## src/rtl/fir_stream_sequencer.sv

```systemverilog
// fir_stream_sequencer: flow-control wrapper around a non-stallable fir_core.
// It buffers upstream samples in a small FIFO, drives the core's x input,
// tags each consumed sample as real or filler, forwards only real results to
// a valid/ready output register, and runs a zero-fill flush of the delay line.
//
// Ports:
//   clk, rst                  clock, asynchronous active-high reset
//   in_vld/in_rdy/in_dat      upstream sample stream
//   out_vld/out_rdy/out_dat   filtered result stream (one-entry register)
//   flush_req / flush_busy    flush start pulse / flush in progress
//   core_x_dat, core_x_lz     sample to core / core consumed a sample
//   core_y_dat, core_y_lz     result from core / core result valid
//   ovf_err, udf_err, tag_err sticky error flags, cleared only by rst
//   drop_cnt                  saturating dropped-result count (optional)
//
// Build option: define FIR_SEQ_DROP_CNT_EN to add the drop_cnt output.
module fir_stream_sequencer #(
  parameter int unsigned DATA_W     = 32,
  parameter int unsigned FIFO_DEPTH = 4,
  parameter int unsigned TAPS       = 4,
  parameter int unsigned LAT_MAX    = 8
) (
  input  logic              clk,
  input  logic              rst,
  input  logic              in_vld,
  output logic              in_rdy,
  input  logic [DATA_W-1:0] in_dat,
  output logic              out_vld,
  input  logic              out_rdy,
  output logic [DATA_W-1:0] out_dat,
  input  logic              flush_req,
  output logic              flush_busy,
  output logic [DATA_W-1:0] core_x_dat,
  input  logic              core_x_lz,
  input  logic [DATA_W-1:0] core_y_dat,
  input  logic              core_y_lz,
  output logic              ovf_err,
  output logic              udf_err,
  output logic              tag_err
`ifdef FIR_SEQ_DROP_CNT_EN
  ,
  output logic [15:0]       drop_cnt
`endif
);

  localparam int unsigned FA_W = (FIFO_DEPTH > 1) ? $clog2(FIFO_DEPTH) : 1;
  localparam int unsigned FC_W = FA_W + 1;
  localparam int unsigned TA_W = (LAT_MAX > 1) ? $clog2(LAT_MAX) : 1;
  localparam int unsigned TC_W = TA_W + 1;
  localparam int unsigned ZC_W = $clog2(TAPS + 1) + 1;

  typedef enum logic [1:0] {
    S_IDLE  = 2'd0,
    S_RUN   = 2'd1,
    S_FLUSH = 2'd2
  } state_e;

  state_e state_q, state_d;
  logic [ZC_W-1:0] zcnt_q, zcnt_d;

  // Input FIFO storage and bookkeeping
  logic [DATA_W-1:0] mem_q [FIFO_DEPTH];
  logic [FA_W-1:0]   wr_ptr_q, rd_ptr_q;
  logic [FC_W-1:0]   cnt_q, cnt_d;
  logic              full_q;

  // Tag FIFO: one bit per sample the core has consumed, 1 = real sample
  logic [LAT_MAX-1:0] tag_mem_q;
  logic [TA_W-1:0]    twr_ptr_q, trd_ptr_q;
  logic [TC_W-1:0]    tcnt_q, tcnt_d;

  logic              out_vld_q;
  logic [DATA_W-1:0] out_dat_q;
  logic              flush_busy_q;
  logic              ovf_q, udf_q, tag_err_q;

  logic fifo_empty_c, run_c, real_pop_c, fifo_wr_c;
  logic tag_full_c, tag_empty_c, tag_pop_c, tag_push_c;
  logic real_res_c, ovf_set_c, udf_set_c, tag_err_set_c;

  assign fifo_empty_c = (cnt_q == '0);
  assign run_c        = (state_q == S_RUN);
  assign real_pop_c   = core_x_lz && run_c && !fifo_empty_c;
  // A same-cycle pop frees a slot, so a write is taken even while full_q is set.
  assign fifo_wr_c    = in_vld && !flush_req && (state_q != S_FLUSH) &&
                        (!full_q || real_pop_c);

  // Ready uses only the registered full flag; held low during reset.
  assign in_rdy     = !rst && !full_q && (state_q != S_FLUSH) && !flush_req;
  assign core_x_dat = (run_c && !fifo_empty_c) ? mem_q[rd_ptr_q] : '0;

  assign tag_full_c    = (tcnt_q == TC_W'(LAT_MAX));
  assign tag_empty_c   = (tcnt_q == '0);
  assign tag_pop_c     = core_y_lz && !tag_empty_c;
  assign tag_push_c    = core_x_lz && (!tag_full_c || tag_pop_c);
  assign tag_err_set_c = (core_y_lz && tag_empty_c) ||
                         (core_x_lz && tag_full_c && !tag_pop_c);
  assign real_res_c    = tag_pop_c && tag_mem_q[trd_ptr_q];
  assign ovf_set_c     = real_res_c && out_vld_q && !out_rdy;
  assign udf_set_c     = core_x_lz && run_c && fifo_empty_c;

  // Next occupancy of the input FIFO, ignoring a flush clear
  always_comb begin
    cnt_d = cnt_q;
    if (fifo_wr_c && !real_pop_c) begin
      cnt_d = cnt_q + FC_W'(1);
    end else if (!fifo_wr_c && real_pop_c) begin
      cnt_d = cnt_q - FC_W'(1);
    end
  end

  // Next occupancy of the tag FIFO
  always_comb begin
    tcnt_d = tcnt_q;
    if (tag_push_c && !tag_pop_c) begin
      tcnt_d = tcnt_q + TC_W'(1);
    end else if (!tag_push_c && tag_pop_c) begin
      tcnt_d = tcnt_q - TC_W'(1);
    end
  end

  // Sequencer next-state and zero counter
  always_comb begin
    state_d = state_q;
    zcnt_d  = zcnt_q;
    unique case (state_q)
      S_IDLE: begin
        if (!fifo_empty_c) state_d = S_RUN;
      end
      S_RUN: begin
        if (cnt_d == '0) state_d = S_IDLE;
      end
      S_FLUSH: begin
        if (core_x_lz) begin
          if (zcnt_q <= ZC_W'(1)) begin
            zcnt_d  = '0;
            state_d = S_IDLE;
          end else begin
            zcnt_d = zcnt_q - ZC_W'(1);
          end
        end
      end
      default: state_d = S_IDLE;
    endcase
    // A flush request wins in every state and restarts the zero count.
    if (flush_req) begin
      state_d = S_FLUSH;
      zcnt_d  = ZC_W'(TAPS);
    end
  end

  // State register
  always_ff @(posedge clk or posedge rst) begin
    if (rst) begin
      state_q      <= S_IDLE;
      zcnt_q       <= '0;
      flush_busy_q <= 1'b0;
    end else begin
      state_q      <= state_d;
      zcnt_q       <= zcnt_d;
      flush_busy_q <= (state_d == S_FLUSH);
    end
  end

  // Input FIFO pointers; a flush empties it
  always_ff @(posedge clk or posedge rst) begin
    if (rst) begin
      wr_ptr_q <= '0;
      rd_ptr_q <= '0;
      cnt_q    <= '0;
      full_q   <= 1'b0;
    end else if (flush_req) begin
      wr_ptr_q <= '0;
      rd_ptr_q <= '0;
      cnt_q    <= '0;
      full_q   <= 1'b0;
    end else begin
      if (fifo_wr_c)  wr_ptr_q <= wr_ptr_q + FA_W'(1);
      if (real_pop_c) rd_ptr_q <= rd_ptr_q + FA_W'(1);
      cnt_q  <= cnt_d;
      full_q <= (cnt_d == FC_W'(FIFO_DEPTH));
    end
  end

  // Input FIFO data; contents are only observed through valid entries
  always_ff @(posedge clk) begin
    if (fifo_wr_c) mem_q[wr_ptr_q] <= in_dat;
  end

  // Tag FIFO; kept across a flush so in-flight real results still emerge
  always_ff @(posedge clk or posedge rst) begin
    if (rst) begin
      tag_mem_q <= '0;
      twr_ptr_q <= '0;
      trd_ptr_q <= '0;
      tcnt_q    <= '0;
    end else begin
      if (tag_push_c) begin
        tag_mem_q[twr_ptr_q] <= real_pop_c;
        twr_ptr_q            <= twr_ptr_q + TA_W'(1);
      end
      if (tag_pop_c) trd_ptr_q <= trd_ptr_q + TA_W'(1);
      tcnt_q <= tcnt_d;
    end
  end

  // One-entry output register; a result arriving while it is blocked is lost
  always_ff @(posedge clk or posedge rst) begin
    if (rst) begin
      out_vld_q <= 1'b0;
      out_dat_q <= '0;
    end else if (real_res_c && (!out_vld_q || out_rdy)) begin
      out_vld_q <= 1'b1;
      out_dat_q <= core_y_dat;
    end else if (out_rdy) begin
      out_vld_q <= 1'b0;
    end
  end

  // Sticky error flags
  always_ff @(posedge clk or posedge rst) begin
    if (rst) begin
      ovf_q     <= 1'b0;
      udf_q     <= 1'b0;
      tag_err_q <= 1'b0;
    end else begin
      if (ovf_set_c)     ovf_q     <= 1'b1;
      if (udf_set_c)     udf_q     <= 1'b1;
      if (tag_err_set_c) tag_err_q <= 1'b1;
    end
  end

`ifdef FIR_SEQ_DROP_CNT_EN
  logic [15:0] drop_cnt_q;

  // Counts every dropped real result, saturating
  always_ff @(posedge clk or posedge rst) begin
    if (rst) begin
      drop_cnt_q <= '0;
    end else if (ovf_set_c && (drop_cnt_q != 16'hFFFF)) begin
      drop_cnt_q <= drop_cnt_q + 16'd1;
    end
  end

  assign drop_cnt = drop_cnt_q;
`else
  // No drop counter; ovf_err alone records dropped results.
`endif

  assign out_vld    = out_vld_q;
  assign out_dat    = out_dat_q;
  assign flush_busy = flush_busy_q;
  assign ovf_err    = ovf_q;
  assign udf_err    = udf_q;
  assign tag_err    = tag_err_q;

endmodule

```

## config.mk

```make
export PLATFORM = sky130hd
export DESIGN_NAME = fir_stream_sequencer
export DESIGN_NICKNAME = d
export VERILOG_FILES = /design/src/rtl/fir_stream_sequencer.sv
export SDC_FILE = /design/constraint.sdc
export NUM_CORES = 1
export LEC_CHECK = 0
export CORE_ASPECT_RATIO = 0.9
export CORE_MARGIN = 4
export CORE_UTILIZATION = 48
export CTS_CLUSTER_DIAMETER = 150
export DETAILED_ROUTE_END_ITERATION = 7
export PLACE_DENSITY = 0.76
export SYNTH_ARGS = -nofsm -noshare
export SYNTH_HDL_FRONTEND = slang
export SYNTH_SLANG_ARGS = --single-unit
```

## constraint.sdc

```tcl
create_clock -name clk -period 2.6 [get_ports clk]
set_clock_uncertainty 0.1 [all_clocks]
set_input_delay 0.52 -clock clk [delete_from_list [all_inputs] [get_ports clk]]
set_output_delay 0.52 -clock clk [all_outputs]
set_load 0.01 [all_outputs]
```

After elaboration in Yosys (flattened, before gate mapping)
Memories as Yosys holds them, arrays and structs flattened.
Index checks and enable logic that the tools add are counted.
Widths: inputs -> output; s select.
{"block": "word_totals", "reg_bits": 69, "ram_bits": 128, "in_bits": 71, "output_inout_bits": 70, "mem_count": 1}
{"memory": "mem_q", "depth": 4, "width": 32, "read_ports": 1, "rd_clocked_by_memory_dff": 0, "write_ports": 1, "line_no": "62", "source": "logic [DATA_W-1:0] mem_q [FIFO_DEPTH];"}
{"block": "classes", "n_addsub": 9, "n_lt_le_gt_ge": 4, "eq_ne": 6, "muxes": 30, "n_reduce_logical": 51}
{"operator": "$mux 32", "n": 1}
{"operator": "$logic_and 1x1->1", "n": 24}
{"operator": "$mux 4", "n": 6}
{"operator": "$mux 2", "n": 9}
{"operator": "$logic_not 1->1", "n": 12}
{"operator": "$reduce_bool 2->1", "n": 6}
{"operator": "$add 3x1->3 const B", "n": 3}
{"operator": "$mux 3", "n": 3}
{"operator": "$bwmux 8", "n": 1}
{"operator": "$lt 3x4->1 const B", "n": 2}
{"operator": "$sub 4x1->4 const B", "n": 2}
{"operator": "$mux 1", "n": 7}
{"operator": "$logic_not 3->1", "n": 2}
{"operator": "$pmux 2 s3", "n": 1}
{"operator": "$add 2x1->2 const B", "n": 2}
{"operator": "$add 4x1->4 const B", "n": 1}
{"operator": "$eq 2x2->1 const B", "n": 2}
{"operator": "$eq 4x4->1 const B", "n": 1}
{"operator": "$le 4x1->1 const B", "n": 1}
{"operator": "$logic_not 4->1", "n": 1}
{"operator": "$logic_or 1x1->1", "n": 4}
{"operator": "$bmux 1 s3", "n": 1}
{"operator": "$demux 1 s3", "n": 1}
{"operator": "$eq 3x3->1 const B", "n": 1}
{"operator": "6 further kinds", "n": 6}

Depth between registers and ports, before layout
{"block": "logic_depth", "ltp_word": 14, "depth_mapped": 10, "depth_no_buf": 10}

Least setup slack after synthesis
OpenSTA, ideal clock, no wires.
{"block": "synth_timing", "kind": "register to register", "start": "register cnt_q[0]", "end": "memory mem_q[1][0], enable pin", "setup_time_ns": 0.392, "arrival_ns": 2.319, "required_time_ns": 2.108, "setup_slack_ns": -0.211, "path_stages_with_launch": 7, "path_buffers": 0, "synth_period_minus_slack_ns": 2.811, "cell_sequence": "dfrtp_1 -> inv_1 -> ha_1 -> nand2b_1 -> nand3_1 -> a21oi_1 -> and2_1"}
{"block": "synth_via", "elab_chain_len": 7}
{"element": "from (decl)", "line_no": "64", "source": "logic [FC_W-1:0] cnt_q, cnt_d;"}
{"element": "from (signal assigned)", "line_no": "180", "source": "cnt_q <= cnt_d;"}
{"element": "$logic_not 3->1", "line_no": "81", "source": "assign fifo_empty_c = (cnt_q == '0);"}
{"element": "$logic_not 1->1"}
{"element": "$logic_and 1x1->1", "line_no": "83", "source": "assign real_pop_c = core_x_lz && run_c && !fifo_empty_c;"}
{"element": "$logic_or 1x1->1", "line_no": "86", "source": "(!full_q || real_pop_c);"}
{"element": "$logic_and 1x1->1", "line_no": "85", "source": "assign fifo_wr_c = in_vld && !flush_req && (state_q != S_FLUSH) &&"}
{"element": "$mux 1", "line_no": "187", "source": "if (fifo_wr_c) mem_q[wr_ptr_q] <= in_dat;"}
{"element": "$mux 1 (implied by the code)", "line_no": "187"}
{"element": "to (decl)", "line_no": "62"}
Every way passes these cells.

Worst setup path after layout
{"block": "layout_timing", "start": "register rd_ptr_q[0]", "end": "output core_x_dat[18]"}
{"block": "layout_via", "elab_chain_len": 2}
{"element": "from (decl)", "line_no": "63", "source": "logic [FA_W-1:0] wr_ptr_q, rd_ptr_q;"}
{"element": "from (signal assigned)", "line_no": "179", "source": "if (real_pop_c) rd_ptr_q <= rd_ptr_q + FA_W'(1);"}
{"element": "$mem_v2 4x32"}
{"element": "$mux 32", "line_no": "90", "source": "assign core_x_dat = (run_c && !fifo_empty_c) ? mem_q[rd_ptr_q] : '0;"}
{"element": "to (decl)", "line_no": "33", "source": "output logic [DATA_W-1:0] core_x_dat,"}
Every way passes these cells.

==> out/results.txt <==
LEAKAGE -> 0.00420 uW
Vias/cell -> 5.44
Fraction of registers with async set/reset -> 35.0%
Post-route cell area -> 11,000 um^2
Initial Util -> 48.9%
Hold-fix buffers, CTS -> 0
Power Total -> 7270 uW
Worst R2R Start -> tcnt_q[0]
Post-synth top flop -> edfxtp_1
DRC Markers -> 0
P&R area growth vs syn -> 33.6%
Setup CP Type -> reg -> out
First-pass DRT Iterations -> 6
Slowest cell on crit path -> mux4_2
Via count of the first global-routing pass -> 5,072
Worst-Margin Slew -> 473 ps
Die extent in y -> 132 um
Clk network pwr share -> 36.1%
Flop2flop setup slack -> 120 ps
Mapped Cells -> 467
Placed Area -> 10,200 um^2
Port Buffer Count -> 140
Gate power share -> 13.9%
HPWL Detailed -> 11.1 mm
CP Cell Sequence -> buf_12, buf_16, buf_6, mux4_2, and3_4, buf_6
Row Count -> 45
Worst path top cell family by delay -> buffers and inverters
Antenna cells -> 0
Reg2Reg Depth -> 10
PwrDens -> 662 nW/um^2
Critical Path RT -> 1980 ps
FF-to-FF End -> tcnt_q[3]
GR Overflow Total -> 0
Min Tclk post-route -> 2590 ps
Avg Inst Size Synth -> 17.6 um^2
Register Area -> 5570 um^2
First-pass GRT wire length -> 27.4 mm
CTS Buf Count -> 17
Fin nets -> 729
Final hold viol count -> 0
Top cell by count, worst path -> buf_6
Hold crit path type -> in -> async
CTS tree -> built
Fmax -> 0.386 GHz
Arrival @ worst endpoint -> 1970 ps
RD Place Congestion -> 0.781
DP Worst Slack -> -62.7 ps
Pins Over Slew Limit -> 0
Final critical-path share of the clock period -> 99.6%
Max stage delay on crit path -> 470 ps
Max clock buf depth -> 2
Seq cells post-synth -> 197
All-Layer GR Usage -> 18.2%
Latest clock arrival within the worst-skew pair -> 430 ps
Die area -> 19,300 um^2
Final core utilization -> 65.3%
Final WS setup -> 11.4 ps
Slew HR -> 68.2%
Sink Count -> 197
Reg clk slew, reported paths -> 70 ps
Ys Warns -> 0
WL/cell -> 19.6 um
Ports -> 141
Setup crit start kind -> register
Antenna violations before repair -> 0
Internal cell power -> 5500 uW
Max-cap violations -> 0
Routed Wire Length -> 17.0 mm
Status -> complete, no violations
1st-iter DRT viols -> 219
Switching power -> 1780 uW
Worst setup EP type -> output port
Most frequent cells in the layout -> 128 x edfxtp_1, 108 x clkdlybuf4s50_1, 68 x dfrtp_1, 32 x mux4_2, 30 x mux2_4
Peak VDD IR -> 0.424 mV
Sequential power share -> 50.0%
RSZ-0062 raised after global routing -> yes
Sw frac -> 24.4%
CP max FO -> 8
Syn_nets -> 553
Remaining antenna violation count -> 0
Core area -> 16,800 um^2
Multi-input gate area -> 2600 um^2
Commonest non-fill, non-tap cell in the layout -> edfxtp_1
Post-synthesis cell area -> 8230 um^2
Largest net degree at the start of global routing -> 36
# H-tree levels -> 4
Final setup fails -> 0
Share of post-route cells with drive strength above 1 -> 32.9%
CP bufs+invs -> 4
Post-synth EDFFs -> 128
# fillers -> 1,135
Total number of vias -> 4,715
Crit path from -> rd_ptr_q[0]
Sequential-to-total area share from yosys stat -> 67.7%
Clk root buf -> clkbuf_16
DIE WIDTH -> 146 um
Synth unique cells -> 52
-- stage by stage --
| step | std cells | setup TNS [ps] | hold WS, ps |
|---|---|---|---|
| after floorplan | 467 | 0 | 363 |
| after global placement | 825 | -17.9 | 354 |
| after detailed placement | 825 | -62.7 | 365 |
| after CTS | 869 | -137 | 266 |
| after global routing | 867 | -122 | 272 |
| final | 867 | 0 | 274 |
-- what timing repair did --
action | CTS | global route
resized for setup | 159 | 18
endpoints found under the setup margin | 32 | 27
gates cloned | 3 | 0
buffers inserted | 9 | 1
pin swaps | 7 | 0
-- metal layers --
metal	GRT usage (%)	routed length, um	vias to the layer above
met3	4.78	810	13
met5	0	0	-
met4	4.75	174	0
met1	23.4	7240	2430
met2	30.9	8790	117
li1	-	-	2155
-- power groups by stage --
stage                     clock [uW]  combinational [uW]  sequential, uW
final                           2630                1010            3640
after CTS                       2680                1000            3630
after global routing            2840                1110            3670
after floorplan                    0                 554            3680
after global placement             0                 926            3690
after detailed placement           0                 975            3700
-- layout make-up --
class / count / share of cell area [%]
Multi-Input combinational cell: 233 / 23.6
Sequential cell: 197 / 50.7
Timing Repair Buffer: 183 / 17.5
Clock buffer: 18 / 3.90
Clock inverter: 14 / 1.51
Tap cell: 211 / 2.40
Inverter: 11 / 0.376
-- cell usage after synthesis (2+ instances only) --
cell type / number / area [um^2]
mux4_1: 2 / 52.6
mux4_2: 32 / 721
nand2_1: 12 / 45.0
nor4_1: 4 / 25.0
mux2_2: 12 / 135
buf_12: 3 / 60.1
and2_1: 4 / 25.0
buf_2: 4 / 20.0
or3_1: 2 / 12.5
nor2b_1: 3 / 18.8
xnor2_1: 10 / 87.6
nand2b_1: 2 / 12.5
a21oi_1: 5 / 25.0
ha_1: 14 / 175
clkbuf_1: 17 / 63.8
and3_1: 33 / 206
mux2_4: 30 / 450
nor2_1: 17 / 63.8
o21ai_0: 2 / 10.0
a211o_1: 2 / 17.5
nand3_1: 3 / 15.0
nor3_1: 7 / 35.0
xor2_1: 3 / 26.3
nand3b_1: 3 / 22.5
a21o_1: 3 / 22.5
edfxtp_1: 128 / 3840
mux2i_1: 4 / 40.0
dfrtp_1: 69 / 1730
inv_1: 11 / 41.3
nor3b_1: 4 / 30.0
-- registers in the layout, indices dropped and copies added (netlist names) --
| register | flops |
|---|---|
| mem_q | 128 |
| out_dat | 32 |
| tag_mem_q | 8 |
| tcnt_q | 4 |
| zcnt_q | 4 |
| cnt_q | 3 |
| trd_ptr_q | 3 |
| twr_ptr_q | 3 |
| rd_ptr_q | 2 |
| state_q | 2 |
| wr_ptr_q | 2 |
| flush_busy | 1 |
| full_q | 1 |
| out_vld | 1 |
| ovf_err | 1 |
| tag_err | 1 |
| udf_err | 1 |
-- cell families after synthesis --
logic type / Yosys count / synth area share (%)
AOI/OAI and AO/OA: 25 / 2.34
xor gates and xnor gates: 13 / 1.38
adders and majority gates: 15 / 2.37
buffers and inverters: 37 / 2.45
DFF: 197 / 67.7
muxes: 80 / 17.0
and+or+nand+nor: 100 / 6.79
-- worst max-delay path by stage --
stage | endpoint | slack, ps | cells past startpoint
6_report | core_x_dat[18] | 10 | 6
5_1_grt | core_x_dat[18] | -50 | 6
4_1_cts | core_x_dat[2] | -20 | 6
3_5_place_dp | tcnt_q[3] | -60 | 10
3_3_place_gp | tcnt_q[3] | -20 | 10
2_1_floorplan | tcnt_q[3] | 40 | 10
No activity file was read; power rests on OpenSTA's default activity.
